### config.mk
export PLATFORM = sky130hd
export DESIGN_NAME = branch_redirect_ctrl
export DESIGN_NICKNAME = d
export VERILOG_FILES = /design/src/rtl/branch_ctrl_pkg.sv /design/src/rtl/sat_counter.sv /design/src/rtl/branch_redirect_ctrl.sv
export SDC_FILE = /design/constraint.sdc
export NUM_CORES = 1
export LEC_CHECK = 0
export BUFFER_PORTS_ARGS = -buffer_cell sky130_fd_sc_hd__buf_2
export CAP_MARGIN = 40
export CORE_ASPECT_RATIO = 1.75
export CORE_MARGIN = 2
export CORE_UTILIZATION = 53
export DETAILED_ROUTE_END_ITERATION = 16
export PLACE_DENSITY = 0.89
export SYNTH_ARGS = -nofsm -noshare
export SYNTH_HDL_FRONTEND = slang
export SYNTH_SLANG_ARGS = --single-unit
### constraint.sdc
create_clock -name clk -period 7.1 [get_ports clk]
set_clock_uncertainty 0.05 [all_clocks]
set_input_delay 1.42 -clock clk [delete_from_list [all_inputs] [get_ports clk]]
set_output_delay 1.42 -clock clk [all_outputs]
set_load 0.05 [all_outputs]
### src/rtl/branch_ctrl_pkg.sv
// Shared types and constants for the decode-stage branch sequencer.
//   brState_e : sequencer state (idle / waiting on operands / awaiting delay-slot fetch)
//   LINK_REG  : architectural link register ($31)
//   DefaultAddrW, DefaultCntW : default PC and performance-counter widths
package branch_ctrl_pkg;

  localparam int unsigned DefaultAddrW = 32;
  localparam int unsigned DefaultCntW  = 32;

  localparam logic [4:0] LINK_REG = 5'd31;

  typedef enum logic [1:0] {
    StIdle   = 2'd0,
    StWaitOp = 2'd1,
    StSlot   = 2'd2
  } brState_e;

endpackage

### src/rtl/sat_counter.sv
// Saturating up-counter.
//   clk   : clock
//   rst   : synchronous active-high reset to zero
//   inc   : increment request for this cycle
//   count : current value, sticks at all-ones
module sat_counter #(
  parameter int unsigned CNT_W = 32
) (
  input  logic             clk,
  input  logic             rst,
  input  logic             inc,
  output logic [CNT_W-1:0] count
);

  localparam logic [CNT_W-1:0] One = {{(CNT_W-1){1'b0}}, 1'b1};

  always_ff @(posedge clk) begin
    if (rst) begin
      count <= '0;
    end else if (inc && (count != '1)) begin
      count <= count + One;
    end
  end

endmodule

### src/rtl/branch_redirect_ctrl.sv
// Decode-stage branch sequencer: turns the branch judge's per-cycle verdict into
// operand stalls, a single PC redirect strobe after the delay slot is fetched, the
// link write and the delay-slot flag. Exception flush abandons any pending action.
//   Inputs : clk, rst, id_valid, branch_insn_D, BranchD, branch_taken, RegWriteBD,
//            target_D, pc_plus8_D, operand_ready_D, slot_fetched, flush_exc
//   Outputs: StallF/StallD (operand wait), redirect_valid/redirect_pc,
//            link_we/link_data, ds_flag_D, taken_cnt, stall_cnt
module branch_redirect_ctrl
  import branch_ctrl_pkg::*;
#(
  parameter int unsigned ADDR_W = DefaultAddrW,
  parameter int unsigned CNT_W  = DefaultCntW
) (
  input  logic              clk,
  input  logic              rst,
  input  logic              id_valid,
  input  logic              branch_insn_D,
  input  logic              BranchD,
  input  logic              branch_taken,
  input  logic              RegWriteBD,
  input  logic [ADDR_W-1:0] target_D,
  input  logic [ADDR_W-1:0] pc_plus8_D,
  input  logic              operand_ready_D,
  input  logic              slot_fetched,
  input  logic              flush_exc,
  output logic              StallF,
  output logic              StallD,
  output logic              redirect_valid,
  output logic [ADDR_W-1:0] redirect_pc,
  output logic              link_we,
  output logic [ADDR_W-1:0] link_data,
  output logic              ds_flag_D,
  output logic [CNT_W-1:0]  taken_cnt,
  output logic [CNT_W-1:0]  stall_cnt
);

  brState_e          stateQ, stateD;
  logic [ADDR_W-1:0] tgtQ, tgtD;
  logic [ADDR_W-1:0] linkQ, linkD;
  logic              linkPendQ, linkPendD;
  logic              dsQ, dsD;
  logic              resolve;
  logic              opStall;

  // BranchD already folds in the taken condition; the raw verdict is not needed here.
  logic unusedTaken;
  assign unusedTaken = branch_taken;

  // A branch can only resolve while no earlier redirect is outstanding.
  assign resolve = (stateQ != StSlot) && id_valid && branch_insn_D && operand_ready_D &&
                   !flush_exc;
  assign opStall = (stateQ == StWaitOp);

  // State register
  always_ff @(posedge clk) begin
    if (rst) begin
      stateQ    <= StIdle;
      tgtQ      <= '0;
      linkQ     <= '0;
      linkPendQ <= 1'b0;
      dsQ       <= 1'b0;
    end else begin
      stateQ    <= stateD;
      tgtQ      <= tgtD;
      linkQ     <= linkD;
      linkPendQ <= linkPendD;
      dsQ       <= dsD;
    end
  end

  // Next-state logic
  always_comb begin
    stateD    = stateQ;
    tgtD      = tgtQ;
    linkD     = linkQ;
    linkPendD = resolve && RegWriteBD;
    dsD       = dsQ;

    if (flush_exc) begin
      stateD    = StIdle;
      tgtD      = '0;
      linkD     = '0;
      linkPendD = 1'b0;
      dsD       = 1'b0;
    end else begin
      unique case (stateQ)
        StIdle, StWaitOp: begin
          if (resolve && BranchD) begin
            stateD = StSlot;
          end else if (id_valid && branch_insn_D && !operand_ready_D) begin
            stateD = StWaitOp;
          end else begin
            stateD = StIdle;
          end
        end
        StSlot: begin
          // Wait here as long as IF is stalled on the delay-slot fetch.
          if (slot_fetched) stateD = StIdle;
        end
        default: stateD = StIdle;
      endcase

      if (resolve && BranchD) tgtD = target_D;
      if (resolve && RegWriteBD) linkD = pc_plus8_D;

      // The first instruction to leave ID after a resolve is the delay slot.
      if (resolve) begin
        dsD = 1'b1;
      end else if (dsQ && id_valid && !opStall) begin
        dsD = 1'b0;
      end
    end
  end

  // Outputs
  always_comb begin
    StallF         = opStall;
    StallD         = opStall;
    redirect_valid = (stateQ == StSlot) && slot_fetched && !flush_exc;
    redirect_pc    = tgtQ;
    link_we        = linkPendQ && !flush_exc;
    link_data      = linkQ;
    ds_flag_D      = dsQ;
  end

  sat_counter #(
    .CNT_W(CNT_W)
  ) u_taken_cnt (
    .clk  (clk),
    .rst  (rst),
    .inc  (resolve && BranchD),
    .count(taken_cnt)
  );

  sat_counter #(
    .CNT_W(CNT_W)
  ) u_stall_cnt (
    .clk  (clk),
    .rst  (rst),
    .inc  (opStall),
    .count(stall_cnt)
  );

endmodule

==> results.txt, run 1 <==
----------------------------------------------------
[Critical path]
  Critical Path End Type ... output port
  Critical Setup Path Class ... primary input to output port
  Largest fanout on the critical path ... 5
  Startpoint type of the worst setup path ... primary input
  Worst endpoint data arrival time ... 2.03 ns
  Critical Path Max Stage Delay ... 0.29 ns
  Cell Chain, Critical Path ... buf_2, nor3b_1, buf_2
  Required time at the endpoint of the critical path ... 5.63 ns
  Top cell by count, worst path ... sky130_fd_sc_hd__buf_2
  Cell with the largest stage delay on the worst path ... sky130_fd_sc_hd__buf_2

[Synthesis]
  Most used flip-flop cell after synthesis ... sky130_fd_sc_hd__dfxtp_1
  Warning count from the yosys run ... 0
  Number of distinct standard cells referenced by the synthesized netlist ... 50
  Area of the mapped netlist ... 0.00559 mm²
  Proportion of synthesized chip area in sequential cells ... 47.3%
  Top-area cell type share of the netlist area ... 47.3%
  Instance count of the mapped netlist ... 693
  Number of enable flip-flop cells after synthesis ... 0
  Proportion of synthesized flip-flops having asynchronous set or reset ... 0%
  Syn avg cell area ... 8.06 µm²
  Leading post-synthesis cells by cell area ... sky130_fd_sc_hd__dfxtp_1 (47%), sky130_fd_sc_hd__nand2_1 (10%), sky130_fd_sc_hd__a21oi_1 (9.3%)
  Leading area contributor after synthesis ... sky130_fd_sc_hd__dfxtp_1
  Count of state elements after synthesis ... 132
  Post-synthesis net count ... 769

[Clock network]
  Clock latency of the later-clocked register in the worst-skew pair ... 0.41 ns
  Hold buffer count at CTS ... 0
  Clock buffer depth ... 2
  Clock tree sinks ... 132
  Number of resized instances in the post-cts repair step ... 0
  Clock-pin transition on the worst setup and hold timing paths ... 0.06 ns
  CTS tree ... done
  CTS buffer count ... 17
  Cell at the root of the clock tree ... sky130_fd_sc_hd__clkbuf_16
  Post-CTS setup buffer count ... 0
  CTS HTree Levels ... 4

[Die]
  Overall die area ... 0.0114 mm²
  Rows ... 49
  Y dimension of the die ... 140 µm
  Initial cell density of the core ... 54.3%
  Count of pins on the block boundary ... 207
  Core area ... 0.0103 mm²
  Width of the die ... 81.6 µm

[Layout]
  Count of antenna diodes in the layout ... 0
  Final net count ... 960
  Design Area, Final ... 0.00736 mm²
  Layout cell share with drive strength beyond 1 ... 28.8%
  Final cell count without fillers ... 1024
  Area added between synthesis and finish ... 31.7%

[Power]
  Largest vdd supply drop ... 0.232 mV
  Pwr per Cell Area ... 239 mW/mm²
  Post-layout total power ... 1.76 mW
  Leakage component of the power ... 3.06 nW

[STA]
  Worst Max-Slew Pin Slew ... 0.718 ns
  Share of the clock period used by the worst path after layout ... 49.3%
  Fin. Hold Viols ... 0
  Setup repair after global routing missed its margin ... false
  Max_slew headroom ... 52.2%
  Final-report setup violation count ... 0
  Aggregate negative setup slack ... 0 ns
  Fmax ... 286 MHz
  Total count of max-transition violations in the final report ... 0
  Time the worst path needs with I/O delays and setup ... 3.50 ns

[Placement]
  Number of buffers inserted by port buffering ... 205
  RePlAce Congestion ... 0.864
  DP Cell Count ... 992
  Post-detailed-placement half-perimeter wirelength ... 11100 µm
  Post-DP Area ... 0.00671 mm²

[Global route]
  All-layer global routing usage ... 27.9%
  First-pass GRT wire length ... 25100 µm
  Global route overflow ... 0
  Antenna violations before repair ... 0
  Number of global-route vias before repair ... 5505
  Pin count of the biggest net entering global routing ... 71

[Routing]
  DRC violations left ... 0
  Total wire length ... 15600 µm
  Number of detailed-route iterations in the first pass ... 5
  Post-DRT Antenna Nets ... 0
  Number of DRC markers after the initial detailed-route iteration ... 284
  Via-to-Cell Ratio ... 5.78
  Total number of vias ... 5919
  Detailed-route wire length per cell ... 15.2 µm

[Worst hold path]
  Min-Delay Path Class ... flip-flop to flip-flop

[Run]
  Number of maximum-capacitance constraint violations ... 0

[Outcome]
  Status ... finished clean

----------------------------------------------------
[sequential cells by signal, summed over array words and instances, names as in the netlist]
signal	cells
u_stall_cnt.count	32
redirect_pc	32
linkPendQ	1
link_data	32
stateQ	2
ds_flag_D	1
u_taken_cnt.count	32
[final cells by class]
type / instances / area (µm²)
fillers: 844 / 2940
clock inverters: 12 / 203
well taps: 127 / 159
flip-flops and latches: 132 / 2640
inverters: 11 / 41.3
clock buffers: 20 / 447
repair buffers: 214 / 1120
multi-input cells: 508 / 2740
[cell families (layout without fill, tap and decap cells)]
kind of cell	Yosys count	after routing	synth area share, %
AO/OA/AOI/OAI	163	163	16.6
XOR/XNOR	14	14	2.19
adder cells (fa/ha/maj)	2	2	0.448
buffers and inverters	53	257	3.72
flip-flops	132	132	47.3
multiplexers	6	6	1.16
AND/OR/NAND/NOR	323	323	28.6
[final timing paths]
kind / from / to / slack (ns) / cells after the start
setup / recovery: flush_exc / redirect_valid / 3.60 / 3
hold / removal: redirect_pc[5] / redirect_pc[5] / 0.40 / 2
setup reg to reg: u_taken_cnt.count[1] / u_taken_cnt.count[26] / 4.49 / 6
hold reg to reg: redirect_pc[5] / redirect_pc[5] / 0.40 / 2
[worst max-delay path, delay by kind of cell]
family,cells,cell delay [ns]
simple gates,1,0.18
buf+inv,2,0.42
[where the power goes]
part	switching [mW]	total (mW)	internal [mW]
Combinational	0.0362	0.0574	0.0212
Sequential	0.00131	0.744	0.743
Clock	0.322	0.956	0.634
Total	0.360	1.76	1.40
[cell usage after synthesis (all sizes together), types with 2 or more instances]
cell type	number
a21oi	104
nor2	30
o31ai	14
or4b	2
dfxtp	132
a31o	3
a311oi	2
xor2	2
nand2b	2
and2	6
or4	17
ha	2
nand2	156
inv	11
nor4	6
clkbuf	37
a211oi	4
mux2	4
buf	5
nand3	24
nand4	20
nor3	4
or3	22
mux2i	2
o21ai	23
and4	7
xnor2	12
a31oi	3
nor2b	6
and3	15
[placed cells by master (no fill, tap or decap), types with 2 or more instances in the layout]
cell type,synthesis,final
sky130_fd_sc_hd__or3_1,21,21
sky130_fd_sc_hd__clkbuf_1,37,2
sky130_fd_sc_hd__a21oi_1,104,104
sky130_fd_sc_hd__clkinv_4,0,3
sky130_fd_sc_hd__dfxtp_1,132,132
sky130_fd_sc_hd__and4_1,7,7
sky130_fd_sc_hd__nand3_1,24,24
sky130_fd_sc_hd__buf_4,1,7
sky130_fd_sc_hd__nand4_2,2,2
sky130_fd_sc_hd__clkbuf_16,0,17
sky130_fd_sc_hd__nand4_1,18,18
sky130_fd_sc_hd__o21ai_0,23,23
sky130_fd_sc_hd__ha_1,2,2
sky130_fd_sc_hd__o31ai_1,14,14
sky130_fd_sc_hd__nand2_1,156,156
sky130_fd_sc_hd__inv_1,11,11
sky130_fd_sc_hd__xor2_1,2,2
sky130_fd_sc_hd__mux2i_1,2,2
sky130_fd_sc_hd__nand2b_1,2,2
sky130_fd_sc_hd__nor2_1,30,30
sky130_fd_sc_hd__a31o_2,3,3
sky130_fd_sc_hd__nor3_1,4,4
sky130_fd_sc_hd__nor4_1,6,5
sky130_fd_sc_hd__and3_1,15,15
sky130_fd_sc_hd__clkinv_2,0,2
sky130_fd_sc_hd__bufinv_16,0,5
sky130_fd_sc_hd__xnor2_1,12,12
sky130_fd_sc_hd__a31oi_1,3,3
sky130_fd_sc_hd__or4b_1,2,2
sky130_fd_sc_hd__nor2b_1,6,6
sky130_fd_sc_hd__a211oi_1,4,4
sky130_fd_sc_hd__buf_2,4,205
sky130_fd_sc_hd__and2_1,6,6
sky130_fd_sc_hd__a311oi_1,2,2
sky130_fd_sc_hd__mux2_2,4,4
sky130_fd_sc_hd__or4_1,16,16
[metrics by stage]
step	hold slack, ns	setup WS, ns	utilization [%]
floorplan	0.399	3.06	-
global placement	0.388	3.63	64.7
detailed placement	0.393	3.60	65.1
CTS	0.401	3.60	71.4
global route	0.415	3.57	71.4
finish	0.399	3.60	71.4
[metal layers]
metal	GRT usage [%]	up-vias	routed length [µm]
li1	-	2845	-
met1	30.2	2741	5840
met2	47.6	269	7900
met3	8.37	64	1100
met4	14.5	0	737
met5	0	-	0
Power figures use the tool's default switching activity.
==> run 2, diff against run 1 <==
--- a/config.mk
+++ b/config.mk
@@ -9,9 +9,9 @@
 export CAP_MARGIN = 40
 export CORE_ASPECT_RATIO = 1.75
 export CORE_MARGIN = 2
-export CORE_UTILIZATION = 53
+export CORE_UTILIZATION = 45
 export DETAILED_ROUTE_END_ITERATION = 16
-export PLACE_DENSITY = 0.89
+export PLACE_DENSITY = 0.81
 export SYNTH_ARGS = -nofsm -noshare
 export SYNTH_HDL_FRONTEND = slang
 export SYNTH_SLANG_ARGS = --single-unit
==> constraint.sdc (replaced) <==
create_clock -name clk -period 2.8 [get_ports clk]
set_clock_uncertainty 0.05 [all_clocks]
set_input_delay 0.56 -clock clk [delete_from_list [all_inputs] [get_ports clk]]
set_output_delay 0.56 -clock clk [all_outputs]
set_load 0.05 [all_outputs]
==> run 2 against run 1 <==
  * Critical path type is now flip-flop to flip-flop
  * Die area is 17% higher
  * Critical path depth is 3 higher
  * Final area is 0.46% lower
  * Final cell count is 4.0% higher
  * Wire length is 2.7% lower
  * Total power is 130% higher
==> results.txt, run 2 (synthesized netlist as in run 1, its figures left out) <==
----------------------------------------------------
[Outcome]
  Status ... finished clean (unchanged)

[Layout]
  Final net count ... 963 (was 960)
  Final cell count without fillers ... 1065 (was 1024)
  Most frequent standard cell in the layout excluding fill and tap cells ... sky130_fd_sc_hd__buf_2 (unchanged)
  Count of antenna diodes in the layout ... 0 (unchanged)
  Area added between synthesis and finish ... 31.1% (was 31.7%)
  Commonest cells after routing, fill and taps aside ... sky130_fd_sc_hd__buf_2 (205), sky130_fd_sc_hd__nand2_1 (156), sky130_fd_sc_hd__dfxtp_1 (130) (was sky130_fd_sc_hd__buf_2 (205), sky130_fd_sc_hd__nand2_1 (156), sky130_fd_sc_hd__dfxtp_1 (132))
  Number of inserted filler cells in the final layout ... 1126 (was 844)
  Layout cell share with drive strength beyond 1 ... 29.2% (was 28.8%)

[Critical path]
  Required time at the endpoint of the critical path ... 3.08 ns (was 5.63 ns)
  Startpoint type of the worst setup path ... flip-flop (was primary input)
  Worst endpoint data arrival time ... 2.81 ns (was 2.03 ns)
  R2R depth ... 6 (unchanged)
  Critical Path Source ... u_taken_cnt.count[0] (was flush_exc)
  Launch instance of the worst register-to-register path ... u_taken_cnt.count[0] (was u_taken_cnt.count[1])
  Largest fanout on the critical path ... 9 (was 5)
  Critical Path End Type ... flip-flop (was output port)
  Crit Reg-Reg Endpoint ... u_taken_cnt.count[26] (unchanged)
  Critical Setup Path Class ... flip-flop to flip-flop (was primary input to output port)
  R2R setup slack ... 0.27 ns (was 4.49 ns)

[Routing]
  DRC violations left ... 0 (unchanged)
  Post-DRT Antenna Nets ... 0 (unchanged)
  Total wire length ... 15200 µm (was 15600 µm)
  Via-to-Cell Ratio ... 5.37 (was 5.78)
  Number of DRC markers after the initial detailed-route iteration ... 253 (was 284)
  Number of detailed-route iterations in the first pass ... 4 (was 5)
  Detailed-route wire length per cell ... 14.2 µm (was 15.2 µm)
  Total number of vias ... 5717 (was 5919)

[Placement]
  RePlAce Congestion ... 0.854 (was 0.864)
  Number of buffers inserted by port buffering ... 205 (unchanged)
  Post-detailed-placement half-perimeter wirelength ... 11000 µm (was 11100 µm)
  DP Cell Count ... 1033 (was 992)

[Power]
  Leakage component of the power ... 3.01 nW (was 3.06 nW)
  Pwr per Cell Area ... 564 mW/mm² (was 239 mW/mm²)
  Largest vdd supply drop ... 0.464 mV (was 0.232 mV)

[Worst hold path]
  Launch instance of the worst min-delay path ... operand_ready_D (was redirect_pc[5])
  Worst-case hold path end point ... stateQ[0] (was redirect_pc[5])
  Min-Delay Path Class ... primary input to flip-flop (was flip-flop to flip-flop)
  Hold path depth ... 2 (unchanged)

[STA]
  Fmax ... 395 MHz
  Worst Max-Slew Pin Slew ... 0.606 ns (was 0.718 ns)
  Share of the clock period used by the worst path after layout ... 90.3%
  Total count of max-transition violations in the final report ... 0 (unchanged)
  Max_slew headroom ... 59.4% (was 52.2%)
  Fin. Hold Viols ... 0 (unchanged)
  Aggregate negative setup slack ... 0 ns (unchanged)
  Setup repair after global routing missed its margin ... false (unchanged)
  Time the worst path needs with I/O delays and setup ... 2.53 ns
  Final-report setup violation count ... 0 (unchanged)

[Clock network]
  CTS buffer count ... 17 (unchanged)
  Clock-pin transition on the worst setup and hold timing paths ... 0.06 ns (about the same)
  CTS tree ... done (unchanged)
  Clock latency of the later-clocked register in the worst-skew pair ... 0.40 ns (was 0.41 ns)
  Hold buffer count at CTS ... 0 (unchanged)
  Clock tree sinks ... 132 (unchanged)
  CTS HTree Levels ... 4 (unchanged)
  Number of resized instances in the post-cts repair step ... 0 (unchanged)
  Clock buffer depth ... 2 (unchanged)
  Cell at the root of the clock tree ... sky130_fd_sc_hd__clkbuf_16 (unchanged)
  Post-CTS setup buffer count ... 0 (unchanged)

[Die]
  Width of the die ... 88.2 µm (was 81.6 µm)
  Initial cell density of the core ... 46.3% (was 54.3%)
  Rows ... 53 (was 49)
  Core area ... 0.0121 mm² (was 0.0103 mm²)
  Y dimension of the die ... 151 µm (was 140 µm)
  Count of pins on the block boundary ... 207 (unchanged)
  Overall die area ... 0.0134 mm² (was 0.0114 mm²)

[Global route]
  All-layer global routing usage ... 22.5% (was 27.9%)
  First-pass GRT wire length ... 23900 µm (was 25100 µm)
  Global route overflow ... 0 (unchanged)
  Pin count of the biggest net entering global routing ... 50 (was 71)
  Number of global-route vias before repair ... 5122 (was 5505)
  Antenna violations before repair ... 0 (unchanged)

[Run]
  Number of maximum-capacitance constraint violations ... 0 (unchanged)

----------------------------------------------------
run 2: report_power, final:
part | switching [mW] | internal [mW] | leakage [nW] | total, mW
clock | 0.859 | 1.23 | 0.257 | 2.09
combinational | 0.0917 | 0.0570 | 1.69 | 0.149
sequential | 0.00310 | 1.88 | 1.06 | 1.89
total | 0.954 | 3.17 | 3.01 | 4.13
run 2: worst max-delay path by stage:
stage,end,slack (ns),cells past startpoint
2_1_floorplan,u_taken_cnt.count[26],0.17,7
3_3_place_gp,u_taken_cnt.count[29],0.29,7
3_5_place_dp,u_taken_cnt.count[31],0.23,7
4_1_cts,u_taken_cnt.count[26],0.27,6
5_1_grt,u_taken_cnt.count[26],0.13,6
6_report,u_taken_cnt.count[26],0.27,6
run 2: cell type report:
cell class | instances | area (µm²) | share of cell area, %
multi-input cells | 508 | 2740 | 37.5
flip-flops and latches | 132 | 2650 | 36.1
repair buffers | 217 | 1130 | 15.4
clock buffers | 19 | 433 | 5.91
well taps | 165 | 206 | 2.82
clock inverters | 13 | 125 | 1.71
inverters | 11 | 41.3 | 0.564
run 2: stage by stage:
step / worst slack (ns) / total power, mW / cell area [µm²] / utilization [%] / hold WS [ns]
2_1_floorplan: 0.174 / 2.00 / 5590 / - / 0.399
3_3_place_gp: 0.288 / 2.08 / 6770 / 56.1 / 0.388
3_5_place_dp: 0.233 / 2.08 / 6770 / 56.1 / 0.393
4_1_cts: 0.268 / 4.17 / 7320 / 60.7 / 0.280
5_1_grt: 0.127 / 4.26 / 7320 / 60.7 / 0.296
6_report: 0.271 / 4.13 / 7320 / 60.7 / 0.292
run 2: layer usage:
| layer | track usage [%] | vias up | routed length [µm] |
|---|---|---|---|
| li1 | - | 2847 | - |
| met1 | 25.0 | 2678 | 5980 |
| met2 | 39.6 | 165 | 7990 |
| met3 | 6.10 | 27 | 783 |
| met4 | 9.17 | 0 | 392 |
| met5 | 0 | - | 0 |
run 2: worst max-delay path: stages (launching register included):
cell and delay (ns):
sky130_fd_sc_hd__dfxtp_2 0.37, sky130_fd_sc_hd__ha_1 0.22, sky130_fd_sc_hd__nand4_2 0.14, sky130_fd_sc_hd__or4_4 0.60
sky130_fd_sc_hd__or3b_1 0.52, sky130_fd_sc_hd__or4_1 0.43, sky130_fd_sc_hd__a21oi_1 0.14
